## src/rtl/mux_4to1_pkg.sv

```systemverilog
// Shared constants and select-code type for the 4:1 datapath multiplexer.
package mux_4to1_pkg;

    localparam int unsigned MUX_WIDTH_DEF = 4;

    typedef enum logic [1:0] {
        SEL_I0 = 2'b00,
        SEL_I1 = 2'b01,
        SEL_I2 = 2'b10,
        SEL_I3 = 2'b11
    } sel_t;

endpackage

```

## src/rtl/mux_4to1_if.sv

```systemverilog
// Bus bundle for mux_4to1: data inputs, select, load enable and outputs.
// Optional parity outputs exist only when MUX4TO1_PARITY_EN is defined.
interface mux_4to1_if
    import mux_4to1_pkg::*;
#(
    parameter int unsigned WIDTH = MUX_WIDTH_DEF
);

    logic             en;
    logic [WIDTH-1:0] I0;
    logic [WIDTH-1:0] I1;
    logic [WIDTH-1:0] I2;
    logic [WIDTH-1:0] I3;
    logic [1:0]       Sel;
    logic [WIDTH-1:0] Data_out;
    logic [WIDTH-1:0] Data_q;
`ifdef MUX4TO1_PARITY_EN
    logic             par_out;
    logic             par_q;
`endif

    modport master (
        output en, I0, I1, I2, I3, Sel,
`ifdef MUX4TO1_PARITY_EN
        input  par_out, par_q,
`endif
        input  Data_out, Data_q
    );

    modport slave (
        input  en, I0, I1, I2, I3, Sel,
`ifdef MUX4TO1_PARITY_EN
        output par_out, par_q,
`endif
        output Data_out, Data_q
    );

endinterface

```

## src/rtl/mux_4to1_core.sv

```systemverilog
// Pure combinational 4:1 select; any unresolved select code falls back to I0.
module mux_4to1_core
    import mux_4to1_pkg::*;
#(
    parameter int unsigned WIDTH = MUX_WIDTH_DEF
) (
    input  logic [WIDTH-1:0] I0,
    input  logic [WIDTH-1:0] I1,
    input  logic [WIDTH-1:0] I2,
    input  logic [WIDTH-1:0] I3,
    input  logic [1:0]       Sel,
    output logic [WIDTH-1:0] Data_out
);

    always_comb begin
        unique case (sel_t'(Sel))
            SEL_I1:  Data_out = I1;
            SEL_I2:  Data_out = I2;
            SEL_I3:  Data_out = I3;
            default: Data_out = I0;
        endcase
    end

endmodule

```

## src/rtl/mux_4to1.sv

```systemverilog
// 4:1 multiplexer with a registered, load-enabled copy of the selection.
// Define MUX4TO1_PARITY_EN to add even-parity outputs par_out / par_q.
module mux_4to1
    import mux_4to1_pkg::*;
#(
    parameter int unsigned WIDTH = MUX_WIDTH_DEF
) (
    input  logic          clk,
    input  logic          rst,
    mux_4to1_if.slave     bus
);

    logic [WIDTH-1:0] data_out;
    logic [WIDTH-1:0] data_d;
    logic [WIDTH-1:0] data_q;

    mux_4to1_core #(
        .WIDTH (WIDTH)
    ) u_core (
        .I0       (bus.I0),
        .I1       (bus.I1),
        .I2       (bus.I2),
        .I3       (bus.I3),
        .Sel      (bus.Sel),
        .Data_out (data_out)
    );

    always_comb begin
        data_d = data_q;
        if (bus.en) data_d = data_out;
    end

    always_ff @(posedge clk) begin
        if (rst) data_q <= '0;
        else     data_q <= data_d;
    end

    assign bus.Data_out = data_out;
    assign bus.Data_q   = data_q;

`ifdef MUX4TO1_PARITY_EN
    logic par_out;
    logic par_d;
    logic par_q;

    always_comb begin
        par_out = ^data_out;
        par_d   = par_q;
        if (bus.en) par_d = par_out;
    end

    always_ff @(posedge clk) begin
        if (rst) par_q <= 1'b0;
        else     par_q <= par_d;
    end

    assign bus.par_out = par_out;
    assign bus.par_q   = par_q;
`endif

endmodule

```

## src/flat_wrapper.sv

```systemverilog
// flat-port wrapper written by rule: the top's interface ports become plain ports
module mux_4to1_flat import mux_4to1_pkg::*;
#(
    parameter int unsigned WIDTH = MUX_WIDTH_DEF
)
  (clk, rst, bus_en, bus_I0, bus_I1, bus_I2, bus_I3, bus_Sel, bus_Data_out, bus_Data_q);
  mux_4to1_if #(.WIDTH(WIDTH)) bus_i ();
  input  logic clk;
  input  logic rst;
  input wire logic [$bits(bus_i.en)-1:0] bus_en;
  input wire logic [$bits(bus_i.I0)-1:0] bus_I0;
  input wire logic [$bits(bus_i.I1)-1:0] bus_I1;
  input wire logic [$bits(bus_i.I2)-1:0] bus_I2;
  input wire logic [$bits(bus_i.I3)-1:0] bus_I3;
  input wire logic [$bits(bus_i.Sel)-1:0] bus_Sel;
  output wire logic [$bits(bus_i.Data_out)-1:0] bus_Data_out;
  output wire logic [$bits(bus_i.Data_q)-1:0] bus_Data_q;
  assign bus_i.en = bus_en;
  assign bus_i.I0 = bus_I0;
  assign bus_i.I1 = bus_I1;
  assign bus_i.I2 = bus_I2;
  assign bus_i.I3 = bus_I3;
  assign bus_i.Sel = bus_Sel;
  assign bus_Data_out = bus_i.Data_out;
  assign bus_Data_q = bus_i.Data_q;
  mux_4to1 #(.WIDTH(WIDTH)) u_core (.clk(clk), .rst(rst), .bus(bus_i));
endmodule
```

## config.mk

```make
export PLATFORM = sky130hd
export DESIGN_NAME = mux_4to1_flat
export DESIGN_NICKNAME = d
export VERILOG_FILES = /design/src/rtl/mux_4to1_pkg.sv /design/src/rtl/mux_4to1_if.sv /design/src/rtl/mux_4to1_core.sv /design/src/rtl/mux_4to1.sv /design/src/flat_wrapper.sv
export SDC_FILE = /design/constraint.sdc
export NUM_CORES = 1
export LEC_CHECK = 0
export ABC_AREA = 0
export CELL_PAD_IN_SITES_DETAIL_PLACEMENT = 0
export CELL_PAD_IN_SITES_GLOBAL_PLACEMENT = 1
export CORE_MARGIN = 2
export CORE_UTILIZATION = 20
export DETAILED_ROUTE_END_ITERATION = 10
export PLACE_DENSITY = 0.87
export SYNTH_ARGS = -nofsm -noshare
export SYNTH_HDL_FRONTEND = slang
export SYNTH_SLANG_ARGS = --single-unit
```

## constraint.sdc

```tcl
create_clock -name clk -period 2.1 [get_ports clk]
set_input_delay 0.21 -clock clk [delete_from_list [all_inputs] [get_ports clk]]
set_output_delay 0.21 -clock clk [all_outputs]
set_load 0.05 [all_outputs]
```

Yosys cells after proc, flatten, opt, wreduce, memory -nomap -nowiden
Index checks and enable logic that the tools add are counted.

Muxes and demuxes: 1. Equality and inequality tests: 3.

Operators with widths (number): $pmux W4 S3 (1); $eq A2 B2 Y1 const B (2); $eq A2 B1 Y1 const B (1).

Flip-flop bits (word level): 4. Output and inout bits: 8.

Logic depth before layout (Yosys ltp)
Word-level depth: 2. Depth in mapped cells: 3. Mapped depth without buffers: 2.

Cells and area by module
Synthesis repeated with hierarchy kept, for this count alone.

Cells, all modules: 17. Area, all modules: 245.2 µm².

Modules (own cells, without submodules): mux_4to1 (sequential area each 80.1 µm², cells each 13, area an instance 140.1 µm², times used 1); mux_4to1_core (sequential area each 0.0 µm², cells each 4, area an instance 105.1 µm², times used 1).

Worst setup path after synthesis
OpenSTA, ideal clock, no wires.

Path type: input -> output. From: input port bus_Sel[1]. To: output port bus_Data_out[0]. Required time: 1890 ps. Setup slack: 538 ps. Arrival time: 1352 ps. Stages on the path: 3. Path buffers: 1. Path through: buf_2 mux2i_1 mux2i_1.

Longest elaborated chain between the ends: 2. Elaborated cells between the ends (all ways): 4. Classes of those cells: eq/ne: 3; mux: 1.

RTL lines: from (decl) (line flat_wrapper.sv:15) `input wire logic [$bits(bus_i.Sel)-1:0] bus_Sel;`; $eq A2 B2 Y1 or $eq A2 B1 Y1 (tied branches) (line mux_4to1_core.sv:16) `unique case (sel_t'(Sel))`; $pmux W4 S3 (*) (line mux_4to1_core.sv:16); to (decl) (line flat_wrapper.sv:16) `output wire logic [$bits(bus_i.Data_out)-1:0] bus_Data_out;`.

Every way passes the cells marked *; elsewhere a longest branch is shown, timed or not.

Final worst setup path
From: input port bus_Sel[1]. To: output port bus_Data_out[3].

Same word-level chain as after synthesis.

==> key figures <==
Layout
  – Fillcell total: 149
  – Number of nets in the layout: 80
  – Flip-flop and latch area: 80.1 sq um
  – Max FFs per register: 4
  – Area Overhead vs Synth: 114%
  – Number of diodes: 0
  – Multi-input logic area: 209 sq um
  – Final core occ: 0.443
  – Share of layout cells above drive strength 1: 0.211
  – Most common cell after layout, fill and taps aside: clkdlybuf4s50_1
  – Most frequent cells in the layout: 24 x clkdlybuf4s50_1, 12 x mux2i_1

Setup path
  – Critical path buffer and inverter count: 2
  – CP required: 1.89 ns
  – CP max-delay cell: clkdlybuf4s50_1
  – Crit path cell chain: clkdlybuf4s50_1 > mux2i_1 > mux2i_1 > buf_12
  – Most used cell, CP: mux2i_1
  – Critical setup path kind: in2out
  – CP endpoint kind: output port
  – Top delay family on crit path: buffers and inverters
  – Worst setup SP type: primary input
  – Crit path largest cell delay: 0.74 ns
  – Arrival time worst endpoint: 1.60 ns
  – CP Max Fanout: 8

Synth
  – Synth Instances: 28
  – Synthesized area per cell: 10.9 sq um
  – Synth Register Bits: 4
  – Xor and xnor fraction of the mapped netlist area: 0
  – Compound-Gate Fraction of Synth Area: 0.115
  – Synthesized area: 305 sq um
  – Synth area leaders: mux2i_1 39%, dfxtp_1 26%, o221ai_1 11%, or3b_2 11%, buf_6 3.7%
  – YS warnings: 0
  – Share of the synthesized area in the top cell type: 0.393
  – Cell taking the most area after synthesis: mux2i_1
  – Main combinational cell family by area after synthesis: multiplexers
  – Synth cell types: 8
  – Seq/Total Area, Yosys: 0.262
  – Simple-gate share of the synthesized area: 0.176
  – Mux cell area share after synthesis: 0.393
  – Adder-Cell Fraction of Synth Area: 0
  – Syn_nets: 49

Detailed routing
  – Residual DRC count: 0
  – Drt first pass iters: 4
  – DR vias: 341
  – Via density: 4.67
  – Wirelength per Cell: 11.9 microns
  – Starting DRT DRC Count: 2
  – Total wire length: 868 microns
  – ANT nets after route: 0

Global routing
  – GRT Util Overall: 0.110
  – Vias in the first global route: 364
  – First-pass GRT wire length: 1440 microns
  – Congestion Overflow GR: 0
  – Antenna violations before repair: 0
  – Largest net degree at the start of global routing: 9

Power
  – P_leak: 0.269 nW
  – Power per cell area: 537 nW/um^2
  – Max VDD drop: 0.265 mV

STA
  – Slew @ Worst Pin: 0.518 ns
  – Count of final hold-check violations: 0
  – Setup_tns: 0 ns
  – Final setup violation count: 0
  – Clock Skew: 0 ns
  – Tcrit/Tclk final: 0.862
  – RSZ-0062 raised after global routing: no
  – Fmax: 552 MHz
  – Slew margin rel.: 0.654
  – Min cycle time layout: 1.81 ns
  – Final Slew Violations: 0

Placed design
  – I/O Buffers: 28
  – GP Congestion: 0.661
  – Hpwl dp: 756 microns

Run status
  – Status: finished, final reports clean

Worst hold path
  – Worst min path class: reg2reg

Floorplanning
  – Die Y: 43.1 microns
  – Initial core utilization: 0.207
  – Ports: 29
  – Core area: 1470 sq um
  – Die Wd: 43.1 microns
  – Row count: 14
  – DIE AREA: 1860 sq um

Clock network
  – Post_cts resized: 0
  – Clock Latency Late Sink: 0.23 ns
  – Setup Fix Bufs, Post-CTS: 0
  – Cts hold-fix bufs: 0
  – H-tree level count: 1
  – Clk slew on worst S/H paths: 0.03 ns
  – Clock buffer count from CTS: 3
  – Clock buffer depth: 2
  – CTS tree: yes
  – CTS root buf: clkbuf_4
  – CTS sink count: 4

Flow run
  – Max Cap Viol: 0
## routing by layer
metal  vias up  GRT usage  wire length, microns
met3         2     0.0553                    99
met2        17      0.161                   401
li1        173          -                     -
met5         -          0                     0
met4         0     0.0909                    14
met1       149      0.115                   352
## kinds of logic (layout without fill, tap and decap cells)
group	after synthesis	after routing
compound gates	4	4
buf+inv	2	31
flops	4	4
mux	12	12
simple gates	6	6
## synthesized netlist by cell type
master,number
mux2i_1,12
dfxtp_1,4
o221ai_1,4
or3b_2,4
buf_2,1
buf_6,1
nand3b_1,1
or3b_4,1
## worst paths after layout
check	from	endpoint	slack (ns)	cells past startpoint
setup / recovery	bus_Sel[1]	bus_Data_out[3]	0.29	4
hold / removal	u_core.bus.Data_q[0]	u_core.bus.Data_q[0]	0.64	2
setup reg to reg	u_core.bus.Data_q[2]	u_core.bus.Data_q[2]	1.17	2
hold reg to reg	u_core.bus.Data_q[0]	u_core.bus.Data_q[0]	0.64	2
## stage by stage
stage	area, sq um	setup WS, ns	power (mW)	std cells	hold slack [ns]
global placement	629	0.281	0.260	70	0.639
detailed placement	629	0.260	0.260	70	0.641
CTS	652	0.253	0.359	73	0.644
finish	652	0.290	0.350	73	0.638
global route	652	0.180	0.371	73	0.675
floorplan	305	0.538	0.171	28	0.429
## power breakdown
group,switching (mW),leakage (nW),internal [mW]
combinational,0.0833,0.222,0.0894
sequential,0.00231,0.0330,0.0826
clock,0.0290,0.0138,0.0637
total,0.115,0.269,0.236
## worst reg2reg max path, delay by kind of cell, from the launching register on
kind / cells / cell delay [ns]
and+or+nand+nor: 1 / 0.44
DFF: 1 / 0.31
AOI/OAI and AO/OA: 1 / 0.09
## area by class of cell
| class | instances | share of cell area |
|---|---|---|
| Sequential cell | 4 | 0.123 |
| Tap cell | 16 | 0.0307 |
| Timing Repair Buffer | 28 | 0.491 |
| Clock buffer | 3 | 0.0345 |
| Multi-Input combinational cell | 22 | 0.321 |
No activity file was read; power rests on OpenSTA's default activity.
